[src/rtl/fifo_reader.sv]
// fifo_reader: read-side controller for an 8-entry FIFO. Pops a commanded
// number of words, absorbs the 1-cycle FIFO read latency in a 2-entry output
// buffer and hands words downstream on a valid/ready handshake.
module fifo_reader #(
  parameter int DATA_W = 32,
  parameter int DEPTH  = 8,
  parameter int CNT_W  = 4
) (
  input  logic              clk,
  input  logic              reset,
  input  logic              start,
  input  logic [CNT_W-1:0]  len,
  input  logic              abort,
  input  logic              fifo_empty,
  input  logic [CNT_W-1:0]  fifo_data_count,
  output logic              fifo_re,
  input  logic              fifo_rd_ack,
  input  logic              fifo_rd_err,
  input  logic [DATA_W-1:0] fifo_dout,
  output logic              out_valid,
  input  logic              out_ready,
  output logic [DATA_W-1:0] out_data,
  output logic              busy,
  output logic              done,
  output logic              aborted,
  output logic [CNT_W-1:0]  words_done
);

  localparam logic [1:0] S_IDLE  = 2'd0;
  localparam logic [1:0] S_RUN   = 2'd1;
  localparam logic [1:0] S_DRAIN = 2'd2;
  localparam logic [1:0] S_DONE  = 2'd3;

  logic [1:0]        state, state_nx;
  logic [CNT_W-1:0]  remaining, rem_nx, len_c;
  logic              pend;        // read issued last cycle; response due now
  logic              abort_q;
  logic [DATA_W-1:0] buf_q [2];
  logic              head, tail;
  logic [1:0]        occ, occ_nx;
  logic [2:0]        load;
  logic              ack_ok, push, pop, issue;

  // Occupancy is status only; reads are throttled by fifo_empty.
  logic unused;
  assign unused = ^fifo_data_count;

  assign len_c     = (len > CNT_W'(DEPTH)) ? CNT_W'(DEPTH) : len;
  assign ack_ok    = pend & fifo_rd_ack & ~fifo_rd_err;
  assign out_valid = (occ != 2'd0);
  assign out_data  = buf_q[head];
  assign pop       = out_valid & out_ready;
  assign push      = ack_ok & ((occ != 2'd2) | pop);
  assign busy      = (state != S_IDLE);
  assign done      = (state == S_DONE);
  assign aborted   = done & abort_q;

  // Issue decision for next cycle's fifo_re. 'load' is what the buffer will
  // hold once every read already issued has landed, assuming no further pops.
  // A consumer that is accepting now earns one extra read in flight so the
  // stream runs at one word per cycle.
  always_comb begin
    rem_nx = remaining;
    if (ack_ok && remaining != '0) rem_nx = remaining - CNT_W'(1);
    occ_nx = occ + {1'b0, push} - {1'b0, pop};
    load   = {1'b0, occ} + {2'b0, ack_ok} + {2'b0, fifo_re} - {2'b0, pop};
    issue  = (state == S_RUN) && !abort && !fifo_empty &&
             (rem_nx > {{(CNT_W-1){1'b0}}, fifo_re}) &&
             ((load < 3'd2) || (out_ready && load < 3'd3));
  end

  // Command sequencing: IDLE -> RUN/DONE, RUN -> DRAIN, DRAIN -> DONE -> IDLE.
  always_comb begin
    state_nx = state;
    case (state)
      S_IDLE:  if (start) state_nx = (len_c == '0) ? S_DONE : S_RUN;
      S_RUN:   if (abort || rem_nx == '0) state_nx = S_DRAIN;
      S_DRAIN: if (!fifo_re && occ_nx == 2'd0) state_nx = S_DONE;
      default: state_nx = S_IDLE;
    endcase
  end

  // State, remaining word count and abort flag.
  always_ff @(posedge clk or posedge reset) begin
    if (reset) begin
      state     <= S_IDLE;
      remaining <= '0;
      abort_q   <= 1'b0;
    end else begin
      state <= state_nx;
      if (state == S_IDLE) begin
        if (start) begin
          remaining <= len_c;
          abort_q   <= 1'b0;
        end
      end else begin
        remaining <= rem_nx;
        if (state == S_RUN && abort) abort_q <= 1'b1;
      end
    end
  end

  // Registered read enable and its one-cycle-late response tracker.
  always_ff @(posedge clk or posedge reset) begin
    if (reset) begin
      fifo_re <= 1'b0;
      pend    <= 1'b0;
    end else begin
      fifo_re <= issue;
      pend    <= fifo_re;
    end
  end

  // Two-entry output buffer in FIFO order; push and pop may coincide when full.
  always_ff @(posedge clk or posedge reset) begin
    if (reset) begin
      buf_q[0] <= '0;
      buf_q[1] <= '0;
      head     <= 1'b0;
      tail     <= 1'b0;
      occ      <= 2'd0;
    end else begin
      if (push) begin
        buf_q[tail] <= fifo_dout;
        tail        <= ~tail;
      end
      if (pop) head <= ~head;
      occ <= occ_nx;
    end
  end

  // Delivered-word counter: cleared on start, saturates instead of wrapping.
  always_ff @(posedge clk or posedge reset) begin
    if (reset) begin
      words_done <= '0;
    end else if (state == S_IDLE && start) begin
      words_done <= '0;
    end else if (pop && words_done != '1) begin
      words_done <= words_done + CNT_W'(1);
    end
  end

endmodule
[config.mk]
export PLATFORM = sky130hd
export DESIGN_NAME = fifo_reader
export DESIGN_NICKNAME = d
export VERILOG_FILES = /design/src/rtl/fifo_reader.sv
export SDC_FILE = /design/constraint.sdc
export NUM_CORES = 1
export LEC_CHECK = 0
export ABC_AREA = 1
export ABC_CLOCK_PERIOD_IN_PS = 2600
export BUFFER_PORTS_ARGS = -buffer_cell sky130_fd_sc_hd__buf_2
export CORE_ASPECT_RATIO = 1.1
export CORE_MARGIN = 2
export CORE_UTILIZATION = 45
export DETAILED_ROUTE_END_ITERATION = 8
export GPL_TIMING_DRIVEN = 0
export PLACE_DENSITY = 0.79
export SYNTH_ARGS = -nofsm -noshare
export SYNTH_HDL_FRONTEND = slang
export SYNTH_SLANG_ARGS = --single-unit
[constraint.sdc]
create_clock -name clk -period 2.6 [get_ports clk]
set_clock_uncertainty 0.15 [all_clocks]
set_input_delay 0.13 -clock clk [delete_from_list [all_inputs] [get_ports clk]]
set_output_delay 0.13 -clock clk [all_outputs]
set_load 0.05 [all_outputs]
==> flow_summary.toml, run 1 <==
[synth]
synth_compound_area_share_pct = 13.0
syn_nets = 549
syn_area_um2 = 4090
synth.distinct_cells = 31
synth_area_leaders = "dfrtp_1 50%, nand2_1 16%, inv_1 5.3%"
synth_edf_count = 0
synth_xor_area_share_pct = 0.857
synth.avg_cell_area_um2 = 8.34
synth-seq-cells = 81
synth.area.mux_share_pct = 0
synth_cells = 490
synth_top_family_by_area = "simple AND/OR/NAND/NOR gates"
yosys.cell_count.top_type = "nand2_1"
synthTopCellsByCount = "177 x nand2_1, 81 x dfrtp_1, 58 x inv_1, 35 x o21ai_0, 24 x o21ai_2"
synth-simple-area-share_pct = 24.5
synth.largest_area_cell = "dfrtp_1"
synth_adder_area_share_pct = 3.73
async_flop_share_pct = 100
ys_warn_count = 0
yosysTopAreaCellShare_pct = 49.6
synth-seq-area-share_pct = 49.6
ys.flop_type = "dfrtp_1"

[status]
status = "complete, no violations"

[clock_tree]
cts.sinks = 81
cts_tree = "yes"
clk_pin_slew_ns = 0.08
cts_root_buf = "clkbuf_8"
worstSkewPairLatency_ns = 0.35
clockBufferDepth = 2
numCtsBuffers = 9
cts-htree-levels = 3

[setup_path]
worst_setup_path_start_kind = "flop"
endpoint_kind = "flop"
required_ns = 2.69
worstPathArrival_ns = 2.53
worstPathMaxFanout = 6
critPathKind = "reg -> reg"

[power_and_ir_drop]
clkPwrFrac_pct = 19.3
power_density_nw_per_um2 = 1070
ir_worst_vdd_v = 0.000871
power_frac_seq_pct = 33.7
p_leak_nw = 2.95
combPwrFrac_pct = 47.1
switching_share_pct = 44.9
power_switching_mw = 2.59
intPower_mw = 3.18
fin_total_pwr_mw = 5.76

[global_routing]
grt_busiest_layer = "met2"
grt_use_total_pct = 21.2
grtUsageMet3_pct = 5.00
gr-total-overflow = 0
antenna_found_initial = 0
grt_pass1_wl_um = 16400
grt_util_met2_pct = 35.7
grt_pass1_vias = 3561
grt_max_degree = 56
met1_usage_pct = 25.8

[timing]
slew_viol_final = 0
period_needed_ns = 2.44
worstMarginPinSlew_ns = 0.536
fmax_mhz = 409
slew_headroom_pct = 64.3
final-setup-viol-count = 0
rsz0062_at_grt = "false"
min_period_over_period_pct = 94.0
hold_viol = 0

[floorplanning]
die_h_um = 104
dieArea_um2 = 9860
start_util_pct = 46.3
fp-row-count = 36
io_pins = 89
core-area_um2 = 8830
die_x_um = 94.9

[finish]
area_growth_pct = 31.8
final_nets = 692
diodes = 0
final_layout_size_suffix_gt1_share_pct = 25.4
final_core_util_pct = 61.0
fillers = 761

[route]
vias = 3659
routed_wl_um = 9840
drtIter0Drc = 156
post-route-drc-count = 0
post_drt_wl_per_cell_um = 13.1
drt-pass1-iter-count = 5
vias_per_cell = 4.87
ant_nets = 0

[hold_path]
hold_path.class = "in -> reg"

[placement]
place_congestion = 0.798
port_buffers = 84
dpl.hpwl_um = 6560

[run]
drv_cap = 0
==> logic make-up (layout without fill, tap and decap cells) <==
kind of cell,Yosys count,in the layout
buffers and inverters,79,226
adders and majority gates,11,11
and+or+nand+nor,234,234
DFF,81,81
AOI/OAI and AO/OA,81,81
xor gates and xnor gates,4,4
==> registers in the layout (all words and copies together), names as in the netlist <==
register / flops
occ: 2
tail: 1
state: 2
buf_q: 64
words_done: 4
head: 1
abort_q: 1
pend: 1
fifo_re: 1
remaining: 4
==> placed cells by master, fill, tap and decap left out, types with 2 or more instances in the layout <==
master / Yosys / routed
a21oi_1: 4 / 4
buf_2: 0 / 84
buf_4: 0 / 3
buf_6: 6 / 6
bufinv_16: 0 / 3
clkbuf_1: 14 / 14
clkbuf_8: 0 / 10
dfrtp_1: 81 / 80
dlygate4sd3_1: 0 / 44
fa_1: 2 / 2
ha_1: 9 / 9
inv_1: 58 / 57
nand2_1: 177 / 177
nand2_2: 20 / 20
nand2_4: 2 / 2
nand3_1: 7 / 7
nand3_2: 2 / 2
nor2_1: 17 / 17
nor3_1: 3 / 3
o211ai_1: 3 / 3
o21ai_0: 35 / 35
o21ai_1: 11 / 11
o21ai_2: 24 / 24
xor2_1: 3 / 3
==> what timing repair did <==
action                     CTS  global route
setup endpoints to repair    0             1
hold endpoints to repair   154             0
gates resized for setup      0             1
hold buffers                44             0
buffers inserted             0             3
==> area by class of cell <==
| cell class | instances | area, um2 | share of cell area [%] |
|---|---|---|---|
| Buffer | 20 | 120 | 2.23 |
| Clock buffer | 10 | 138 | 2.56 |
| Clock inverter | 5 | 104 | 1.93 |
| Inverter | 59 | 224 | 4.16 |
| Multi-Input combinational cell | 330 | 1720 | 31.9 |
| Sequential cell | 81 | 2030 | 37.7 |
| Tap cell | 114 | 143 | 2.65 |
| Timing Repair Buffer | 132 | 911 | 16.9 |
==> worst paths after layout <==
kind | from | end | slack (ns) | depth (start not counted)
min | fifo_rd_err | tail$_DFFE_PP0P_ | 0.04 | 5
min in group asynchronous | reset | pend$_DFF_PP0_ | 0.15 | 3
min reg2reg | buf_q[49]$_DFFE_PP0P_ | buf_q[49]$_DFFE_PP0P_ | 0.34 | 2
max in group asynchronous | reset | buf_q[29]$_DFFE_PP0P_ | 1.57 | 4
max | occ[0]$_DFF_PP0_ | fifo_re$_DFF_PP0_ | 0.16 | 11
max reg2reg | occ[0]$_DFF_PP0_ | fifo_re$_DFF_PP0_ | 0.16 | 11
==> critical path, cell delays in order (launching register included) <==
cell	delay (ns)
dfrtp_1	0.39
inv_1	0.12
nand2_2	0.09
nand2_4	0.12
inv_1	0.06
ha_1	0.26
inv_1	0.05
fa_1	0.36
inv_1	0.07
fa_1	0.41
o211ai_1	0.19
a21oi_1	0.06
==> stage by stage <==
step	worst slack, ns	setup TNS, ns	hold slack, ns	instance area (um2)	instances
floorplan	0.0616	0	0.113	4090	490
global placement	-0.710	-57.12	0.221	4650	688
detailed placement	0.109	0	-0.00343	4680	689
CTS	0.0889	0	0.0360	5360	748
global route	0.0244	0	0.0702	5390	751
finish	0.156	0	0.0430	5390	751
==> layer usage <==
layer / vias up / routed length [um]
li1: 1814 / -
met1: 1720 / 4220
met2: 105 / 4950
met3: 20 / 492
met4: 0 / 180
met5: - / 0
==> power groups by stage <==
stage | sequential, mW | combinational [mW] | clock [mW]
final | 1.94 | 2.71 | 1.11
after global routing | 1.99 | 2.98 | 1.19
after CTS | 1.94 | 2.67 | 1.14
after detailed placement | 1.96 | 2.57 | 0
after global placement | 1.94 | 2.49 | 0
after floorplan | 2.00 | 1.93 | 0
Note: power is estimated with default switching activity, not from simulation.
==> run 2: changes to the inputs <==
--- a/config.mk
+++ b/config.mk
@@ -12,6 +12,6 @@
 export CORE_MARGIN = 2
-export CORE_UTILIZATION = 45
+export CORE_UTILIZATION = 43
 export DETAILED_ROUTE_END_ITERATION = 8
 export GPL_TIMING_DRIVEN = 0
-export PLACE_DENSITY = 0.79
+export PLACE_DENSITY = 0.77
 export SYNTH_ARGS = -nofsm -noshare
--- a/constraint.sdc
+++ b/constraint.sdc
@@ -4,2 +4,2 @@
 set_output_delay 0.13 -clock clk [all_outputs]
-set_load 0.05 [all_outputs]
+set_load 0.01 [all_outputs]
==> run 2 against run 1 <==
Against the previous run: critical path depth did not move; global-route usage down 1.6 points; clock-buffer cell count rose by 3; sequential share of layout area is 0.57 points higher; combinational power is 26% lower; final cell count up 0.13%; core utilization shrank 4.0 points; highest routed layer unchanged.
==> flow_summary.toml, run 2 (synthesis results as in run 1) <==
[status]
status = "complete, no violations"

[timing]
slew_headroom_pct = 65.0
worstMarginPinSlew_ns = 0.525
period_needed_ns = 2.45
fmax_mhz = 409
setup_slack_ns = 0.155
final-setup-viol-count = 0
min_period_over_period_pct = 94.0
hold_viol = 0
rsz0062_at_grt = "false"
slew_viol_final = 0

[placement]
dpl.hpwl_um = 6450
place_congestion = 0.740
dp_worst_setup_slack_ns = 0.120
dp.cells = 692
port_buffers = 84

[global_routing]
gr-total-overflow = 0
grt_pass1_vias = 3577
grt_use_total_pct = 19.6
grt_max_degree = 50
antenna_found_initial = 0
grt_pass1_wl_um = 16300

[floorplanning]
die_x_um = 97.0
core-area_um2 = 9310
dieArea_um2 = 10300
die_h_um = 106
io_pins = 89
fp-row-count = 37
start_util_pct = 43.9

[power_and_ir_drop]
ir_worst_vdd_v = 0.000496
switching_share_pct = 39.4
power_switching_mw = 1.88
p_leak_nw = 2.90
clkPwrFrac_pct = 17.4
combPwrFrac_pct = 42.0
power_frac_seq_pct = 40.6
intPower_mw = 2.89
power_density_nw_per_um2 = 899
fin_total_pwr_mw = 4.77

[setup_path]
endpoint_kind = "flop"
critPathKind = "reg -> reg"
worst_setup_path_start_kind = "flop"
worstPathArrival_ns = 2.53
required_ns = 2.69
worstPathMaxFanout = 6

[finish]
final_nets = 690
final_core_util_pct = 57.0
diodes = 0
largest_reg_flops = 64
top_regs = "buf_q: 64 flops, remaining: 4 flops, words_done: 4 flops"
largest_register = "buf_q"
layout_common_cells = "177 x nand2_1, 84 x buf_2, 80 x dfrtp_1"
final_common_cell = "nand2_1"
final_layout_size_suffix_gt1_share_pct = 24.9
area_growth_pct = 29.8
instances_no_fill = 752
fillers = 867

[route]
post-route-drc-count = 0
routed_wl_um = 9530
drtIter0Drc = 138
drt-pass1-iter-count = 4
vias = 3581
post_drt_wl_per_cell_um = 12.7
vias_per_cell = 4.76
ant_nets = 0

[clock_tree]
clockBufferDepth = 2
cts-htree-levels = 3
clk_pin_slew_ns = 0.07
worstSkewPairLatency_ns = 0.35
cts_tree = "yes"
cts_root_buf = "clkbuf_8"
cts.sinks = 81
numCtsBuffers = 9

[run]
drv_cap = 0

[hold_path]
hold_path.class = "in -> reg"
[run 2: cell count changes in the layout (fill, tap and decap cells not counted), sizes merged]
cell | previous run | this run
buf | 94 | 92
bufinv | 3 | 0
clkbuf | 24 | 27
[run 2: routing by layer]
metal  track usage (%)  part of all wire (%)  vias to the layer above
met5                 0                     0                        -
met4              5.73                   1.3                        0
met3              4.14                   4.6                       13
met2              34.7                    51                       80
met1              24.2                    43                     1685
li1                  -                     -                     1803
[run 2: path summary, 6_finish.rpt]
check / slack [ns] / cells after the start / to / from
max: 0.15 / 11 / fifo_re$_DFF_PP0_ / occ[0]$_DFF_PP0_
min: 0.04 / 5 / tail$_DFFE_PP0P_ / fifo_rd_err
max reg2reg: 0.15 / 11 / fifo_re$_DFF_PP0_ / occ[0]$_DFF_PP0_
min reg2reg: 0.34 / 2 / buf_q[24]$_DFFE_PP0P_ / buf_q[24]$_DFFE_PP0P_
max in group asynchronous: 1.53 / 4 / buf_q[25]$_DFFE_PP0P_ / reset
min in group asynchronous: 0.19 / 3 / pend$_DFF_PP0_ / reset
[run 2: power by group through the flow]
stage	registers, mW	clock network (mW)	logic [mW]
6_report	1.94	0.832	2.00
5_1_grt	1.99	0.910	2.28
4_1_cts	1.94	0.857	1.99
3_5_place_dp	1.97	0	1.89
3_3_place_gp	1.94	0	1.82
2_1_floorplan	1.92	0	1.35
[run 2: timing repair]
action | CTS | global route
resized for setup | 0 | 1
hold buffers | 44 | 0
endpoints found under the hold margin | 105 | 0
endpoints found under the setup margin | 0 | 1
buffers inserted | 0 | 1
[run 2: metrics by stage]
stage | cell area (um2) | hold WS, ns | setup TNS [ns]
floorplan | 4090 | 0.113 | 0
global placement | 4650 | 0.238 | -54.38
detailed placement | 4680 | 0.0275 | 0
CTS | 5300 | 0.0367 | 0
global route | 5310 | 0.0396 | 0
finish | 5310 | 0.0425 | 0
[run 2: worst max-delay path: stages, from the launching register on]
cell	delay (ns)
dfrtp_1	0.38
inv_1	0.12
nand2_2	0.08
nand2_4	0.12
inv_1	0.06
ha_1	0.27
inv_1	0.04
fa_1	0.34
inv_1	0.07
fa_1	0.41
o211ai_1	0.21
a21oi_1	0.06
[run 2: area by class of cell]
class,instances,area (um2),area share (%)
buffer,20,120,2.26
clock buffer,13,159,2.99
clock inverter,2,13.8,0.259
inverter,59,224,4.22
multi-input combinational,330,1720,32.4
sequential,81,2030,38.2
tap,117,146,2.76
timing repair buffer,130,896,16.9
